`src/rtl/alu_share_arbiter.sv`:
```
// Two-requester round-robin front end for one shared, gate-delayed 32-bit ALU.
// Define ALU_SHARE_ARB_PARITY_EN to add a registered rsp_parity output (^alu_result at capture).
module alu_share_arbiter #(
    parameter int WIDTH         = 32,
    parameter int SETTLE_CYCLES = 4,
    parameter int CNT_W         = 4
) (
    input  logic             clk,
    input  logic             reset,
    input  logic             req0_valid,
    output logic             req0_ready,
    input  logic [WIDTH-1:0] req0_a,
    input  logic [WIDTH-1:0] req0_b,
    input  logic [2:0]       req0_op,
    input  logic             req1_valid,
    output logic             req1_ready,
    input  logic [WIDTH-1:0] req1_a,
    input  logic [WIDTH-1:0] req1_b,
    input  logic [2:0]       req1_op,
    output logic [WIDTH-1:0] alu_a,
    output logic [WIDTH-1:0] alu_b,
    output logic [2:0]       alu_op,
    input  logic [WIDTH-1:0] alu_result,
    output logic             rsp_valid,
    input  logic             rsp_ready,
    output logic             rsp_id,
    output logic [WIDTH-1:0] rsp_result
`ifdef ALU_SHARE_ARB_PARITY_EN
    ,
    output logic             rsp_parity
`endif
);

    localparam logic [1:0] ST_IDLE   = 2'd0;
    localparam logic [1:0] ST_SETTLE = 2'd1;
    localparam logic [1:0] ST_RESP   = 2'd2;

    localparam logic [CNT_W-1:0] SETTLE_LOAD = CNT_W'(SETTLE_CYCLES - 1);

    if (SETTLE_CYCLES < 1 || SETTLE_CYCLES > (2**CNT_W) - 1) begin : g_bad_settle
        $error("alu_share_arbiter: SETTLE_CYCLES out of range for CNT_W");
    end

    logic [1:0]       state_q, state_d;
    logic [CNT_W-1:0] cnt_q, cnt_d;
    logic             last_grant_q, last_grant_d;
    logic             id_q, id_d;
    logic [WIDTH-1:0] alu_a_q, alu_a_d;
    logic [WIDTH-1:0] alu_b_q, alu_b_d;
    logic [2:0]       alu_op_q, alu_op_d;
    logic             rsp_valid_q, rsp_valid_d;
    logic             rsp_id_q, rsp_id_d;
    logic [WIDTH-1:0] rsp_result_q, rsp_result_d;

    logic grant_id;
    logic accept;
    logic capture;

    // On a tie the requester that did not win last time is granted.
    always_comb begin
        grant_id = (req0_valid && req1_valid) ? ~last_grant_q : req1_valid;
        accept   = (state_q == ST_IDLE) && (req0_valid || req1_valid) && !reset;
        capture  = (state_q == ST_SETTLE) && (cnt_q == '0);
    end

    assign req0_ready = accept && !grant_id;
    assign req1_ready = accept &&  grant_id;

    always_comb begin
        state_d      = state_q;
        cnt_d        = cnt_q;
        last_grant_d = last_grant_q;
        id_d         = id_q;
        alu_a_d      = alu_a_q;
        alu_b_d      = alu_b_q;
        alu_op_d     = alu_op_q;
        rsp_valid_d  = rsp_valid_q;
        rsp_id_d     = rsp_id_q;
        rsp_result_d = rsp_result_q;

        case (state_q)
            ST_IDLE: begin
                if (accept) begin
                    alu_a_d      = grant_id ? req1_a  : req0_a;
                    alu_b_d      = grant_id ? req1_b  : req0_b;
                    alu_op_d     = grant_id ? req1_op : req0_op;
                    id_d         = grant_id;
                    last_grant_d = grant_id;
                    cnt_d        = SETTLE_LOAD;
                    state_d      = ST_SETTLE;
                end
            end
            ST_SETTLE: begin
                // Operands have been stable for SETTLE_CYCLES edges once the count hits zero.
                if (capture) begin
                    rsp_result_d = alu_result;
                    rsp_id_d     = id_q;
                    rsp_valid_d  = 1'b1;
                    state_d      = ST_RESP;
                end else begin
                    cnt_d = cnt_q - 1'b1;
                end
            end
            ST_RESP: begin
                if (rsp_ready) begin
                    rsp_valid_d = 1'b0;
                    state_d     = ST_IDLE;
                end
            end
            default: begin
                state_d = ST_IDLE;
            end
        endcase
    end

    always_ff @(posedge clk or posedge reset) begin
        if (reset) begin
            state_q      <= ST_IDLE;
            cnt_q        <= '0;
            last_grant_q <= 1'b1;
            id_q         <= 1'b0;
            alu_a_q      <= '0;
            alu_b_q      <= '0;
            alu_op_q     <= '0;
            rsp_valid_q  <= 1'b0;
            rsp_id_q     <= 1'b0;
            rsp_result_q <= '0;
        end else begin
            state_q      <= state_d;
            cnt_q        <= cnt_d;
            last_grant_q <= last_grant_d;
            id_q         <= id_d;
            alu_a_q      <= alu_a_d;
            alu_b_q      <= alu_b_d;
            alu_op_q     <= alu_op_d;
            rsp_valid_q  <= rsp_valid_d;
            rsp_id_q     <= rsp_id_d;
            rsp_result_q <= rsp_result_d;
        end
    end

    assign alu_a      = alu_a_q;
    assign alu_b      = alu_b_q;
    assign alu_op     = alu_op_q;
    assign rsp_valid  = rsp_valid_q;
    assign rsp_id     = rsp_id_q;
    assign rsp_result = rsp_result_q;

`ifdef ALU_SHARE_ARB_PARITY_EN
    logic rsp_parity_q, rsp_parity_d;

    always_comb begin
        rsp_parity_d = capture ? ^alu_result : rsp_parity_q;
    end

    always_ff @(posedge clk or posedge reset) begin
        if (reset) begin
            rsp_parity_q <= 1'b0;
        end else begin
            rsp_parity_q <= rsp_parity_d;
        end
    end

    assign rsp_parity = rsp_parity_q;
`endif

endmodule
```
`config.mk`:
```
export PLATFORM = sky130hd
export DESIGN_NAME = alu_share_arbiter
export DESIGN_NICKNAME = d
export VERILOG_FILES = /design/src/rtl/alu_share_arbiter.sv
export SDC_FILE = /design/constraint.sdc
export NUM_CORES = 1
export LEC_CHECK = 0
export ABC_AREA = 1
export ABC_CLOCK_PERIOD_IN_PS = 3700
export BUFFER_PORTS_ARGS = -buffer_cell sky130_fd_sc_hd__buf_4
export CAP_MARGIN = 25
export CORE_ASPECT_RATIO = 1.5
export CORE_MARGIN = 1
export CORE_UTILIZATION = 39
export DETAILED_ROUTE_END_ITERATION = 7
export PLACE_DENSITY = 0.76
export SKIP_LAST_GASP = 1
export SYNTH_ARGS = -nofsm -noshare
export SYNTH_HDL_FRONTEND = slang
export SYNTH_SLANG_ARGS = --single-unit
```
`constraint.sdc`:
```
create_clock -name clk -period 3.7 [get_ports clk]
set_input_delay 0.37 -clock clk [delete_from_list [all_inputs] [get_ports clk]]
set_output_delay 0.37 -clock clk [all_outputs]
set_load 0.02 [all_outputs]
```
==> results.sh <==
export IMPL_grt_first_pass_wirelength_um=22300
export IMPL_ys_ff_latch=109
export IMPL_drive_gt1_frac=0.371
export IMPL_avgViaCountPerCell=4.89
export IMPL_drv_slew=0
export IMPL_startpoint_type="flop"
export IMPL_cts_sinks=109
export IMPL_io_buffer_count=273
export IMPL_post_cts_resized=0
export IMPL_worst_pin_slew_ns=0.723
export IMPL_min_path_cells=3
export IMPL_cp_max_fo=32
export IMPL_wl_met1_um=5430
export IMPL_r2r_slack_ns=1.04
export IMPL_r2r_start="state_q[1]"
export IMPL_seqPwrFrac=0.358
export IMPL_max_stage_delay_ns=0.70
export IMPL_core_area_um2=11600
export IMPL_power_internal_mw=3.40
export IMPL_crit_buf_inv=1
export IMPL_die_area_um2=12400
export IMPL_irDropWorstVdd_v=0.000343
export IMPL_period_share=0.757
export IMPL_async_reset_ff_frac=1.00
export IMPL_pin_count=274
export IMPL_min_to="alu_a[20]"
export IMPL_first_pass_iters=5
export IMPL_syn_to_final_growth_pct=51.4
export IMPL_fmax_mhz=357
export IMPL_htree_levels=3
export IMPL_netSwitchingPower_mw=2.46
export IMPL_ys_warn_count=0
export IMPL_finalSetupViolCount=0
export IMPL_diodes=0
export IMPL_status="completed"
export IMPL_power_frac_comb=0.486
export IMPL_synth_edff_count=0
export IMPL_critPathSlowestCell="nor2_4"
export IMPL_grt_max_degree=57
export IMPL_clk_latency_ns=0.34
export IMPL_num_rows=48
export IMPL_slew_headroom=0.517
export IMPL_hpwlAfterDp_um=10600
export IMPL_crit_type="flop to primary output"
export IMPL_clock_root_buffer="clkbuf_16"
export IMPL_startpoint="state_q[1]"
export IMPL_hold_path_startpoint="req1_a[20]"
export IMPL_cts_buffers=9
export IMPL_r2r_end="alu_op[2]"
export IMPL_clkTransAtPathRegs_ns=0.07
export IMPL_power_mw=5.86
export IMPL_dr_wl_met2_um=7590
export IMPL_grt_pass1_vias=4686
export IMPL_drtIter0Drc=191
export IMPL_whs_ns=0.230
export IMPL_antenna_found_initial=0
export IMPL_cp_end_kind="primary output"
export IMPL_p_clk_frac=0.156
export IMPL_utilization=0.608
export IMPL_nNetsFinal=988
export IMPL_wl_met3_um=837
export IMPL_gp_congestion=0.789
export IMPL_start_util=0.402
export IMPL_setup_tns_final_ns=0
export IMPL_ff2ff_path_depth=6
export IMPL_multi_input_area_um2=1720
export IMPL_synth_nets=729
export IMPL_drc=0
export IMPL_ys_seq_area_frac=0.586
export IMPL_cts_buffer_depth=2
export IMPL_cp_cell_sequence="nor2_1, nand3_2, nor2_4, buf_4"
export IMPL_vias=4747
export IMPL_die_w_um=91.2
export IMPL_wl_per_cell_um=14.6
export IMPL_power_leakage_nw=3.82
export IMPL_seqCellArea_um2=2730
export IMPL_synthCells=556
export IMPL_nFillCells=1011
export IMPL_timing_final_crit_period_ns=2.80
export IMPL_hold_buffers=0
export IMPL_rsz0062_at_grt="no"
export IMPL_finalHoldViolations=0
export IMPL_drv_cap=0
export IMPL_finClkSkew_ns=0.00985
export IMPL_grt_overflow_total=0
export IMPL_p_per_area_nw_per_um2=830
export IMPL_syn_area_um2=4660
export IMPL_swShare=0.419
export IMPL_die_h_um=136
export IMPL_wirelength_um=14100
export IMPL_hp_class="primary input to flop"
export IMPL_required_ns=3.33
export IMPL_synth_ff_type="dfrtp_1"
export IMPL_crit_arrival_ns=2.43
export IMPL_stdcell_count=970
export IMPL_track_usage=0.226
export IMPL_path_delay_family="simple AND/OR/NAND/NOR gates"
export IMPL_drtAntennaViolNets=0
export IMPL_post_cts_setup_buffers=0
export IMPL_yosysUniqueCellTypes=20
export IMPL_cts_tree="done"
export IMPL_dp_cells=954
export IMPL_highest_layer="met4"
export IMPL_postSynthAreaPerCell_um2=8.38
[worst register-to-register path, stage by stage, from the launching register on]
cell and delay, ns:
dfrtp_1 0.41, nor2_1 0.14, nand3_2 0.58, nor2_4 0.70
buf_4 0.51, nand2_1 0.15, nand3_1 0.10
[power groups by stage]
stage	Sequential (mW)	Combinational, mW	Clock, mW
floorplan	2.69	1.02	0
global placement	2.09	2.80	0
detailed placement	2.10	2.89	0
CTS	2.10	2.89	0.931
global route	2.16	3.10	0.971
finish	2.10	2.85	0.911
[cell families (layout without fill, tap and decap cells)]
kind of cell | Yosys count | count (layout) | synth area share
flip-flops | 109 | 109 | 0.586
adder cells (fa/ha/maj) | 2 | 2 | 0.00537
AO/OA/AOI/OAI | 7 | 7 | 0.00832
AND/OR/NAND/NOR | 396 | 396 | 0.353
buffers and inverters | 41 | 305 | 0.0459
XOR/XNOR | 1 | 1 | 0.00188
[sequential cells by signal (all words and copies together), names as in the netlist]
name	count
alu_a	32
alu_b	32
alu_op	3
cnt_q	4
id_q	1
last_grant_q	1
rsp_id	1
rsp_result	32
rsp_valid	1
state_q	2
[metal layers]
metal | vias to the layer above | track usage
met2 | 200 | 0.415
li1 | 2272 | -
met5 | - | 0
met1 | 2250 | 0.264
met4 | 0 | 0.0697
met3 | 25 | 0.0453
[Yosys cell counts, types with 2 or more instances]
master	instances	area, µm²
nand2_2	2	12.5
ha_1	2	25.0
nand3_1	103	515
buf_6	3	33.8
nor2_4	2	22.5
nand2_1	280	1050
nor2_1	7	26.3
dfrtp_1	108	2700
o21ai_0	5	25.0
inv_1	8	30.0
buf_2	24	120
buf_1	3	11.3
buf_4	2	15.0
[cell usage in the layout (no fill, tap or decap), types with 2 or more instances in the layout]
cell / instances
nand2_1: 280
clkbuf_1: 2
inv_6: 2
nor2_4: 2
o21ai_0: 5
dfrtp_1: 108
ha_1: 2
inv_1: 7
nor2_1: 6
clkbuf_16: 9
buf_4: 280
nand2_2: 2
nand3_1: 103
[through the flow]
| step | setup WS [ns] | area [µm²] |
|---|---|---|
| 2_1_floorplan | 0.711 | 4660 |
| 3_3_place_gp | 1.07 | 6780 |
| 3_5_place_dp | 0.997 | 6780 |
| 4_1_cts | 0.857 | 7050 |
| 5_1_grt | 0.740 | 7050 |
| 6_report | 0.899 | 7050 |
[cell type report]
cell class	count	area share
Multi-Input combinational cell	406	0.244
Inverter	9	0.00532
Clock buffer	12	0.0349
Sequential cell	109	0.387
Clock inverter	4	0.00443
Timing Repair Buffer	280	0.298
Tap cell	150	0.0266
[worst max-delay path by stage]
| stage | end | depth (start not counted) |
|---|---|---|
| 3_3_place_gp | alu_op[1] | 6 |
| 6_report | req1_ready | 4 |
| 5_1_grt | req1_ready | 4 |
| 3_5_place_dp | alu_b[31] | 6 |
| 4_1_cts | req1_ready | 4 |
| 2_1_floorplan | req0_ready | 4 |
Power figures use the tool's default switching activity.
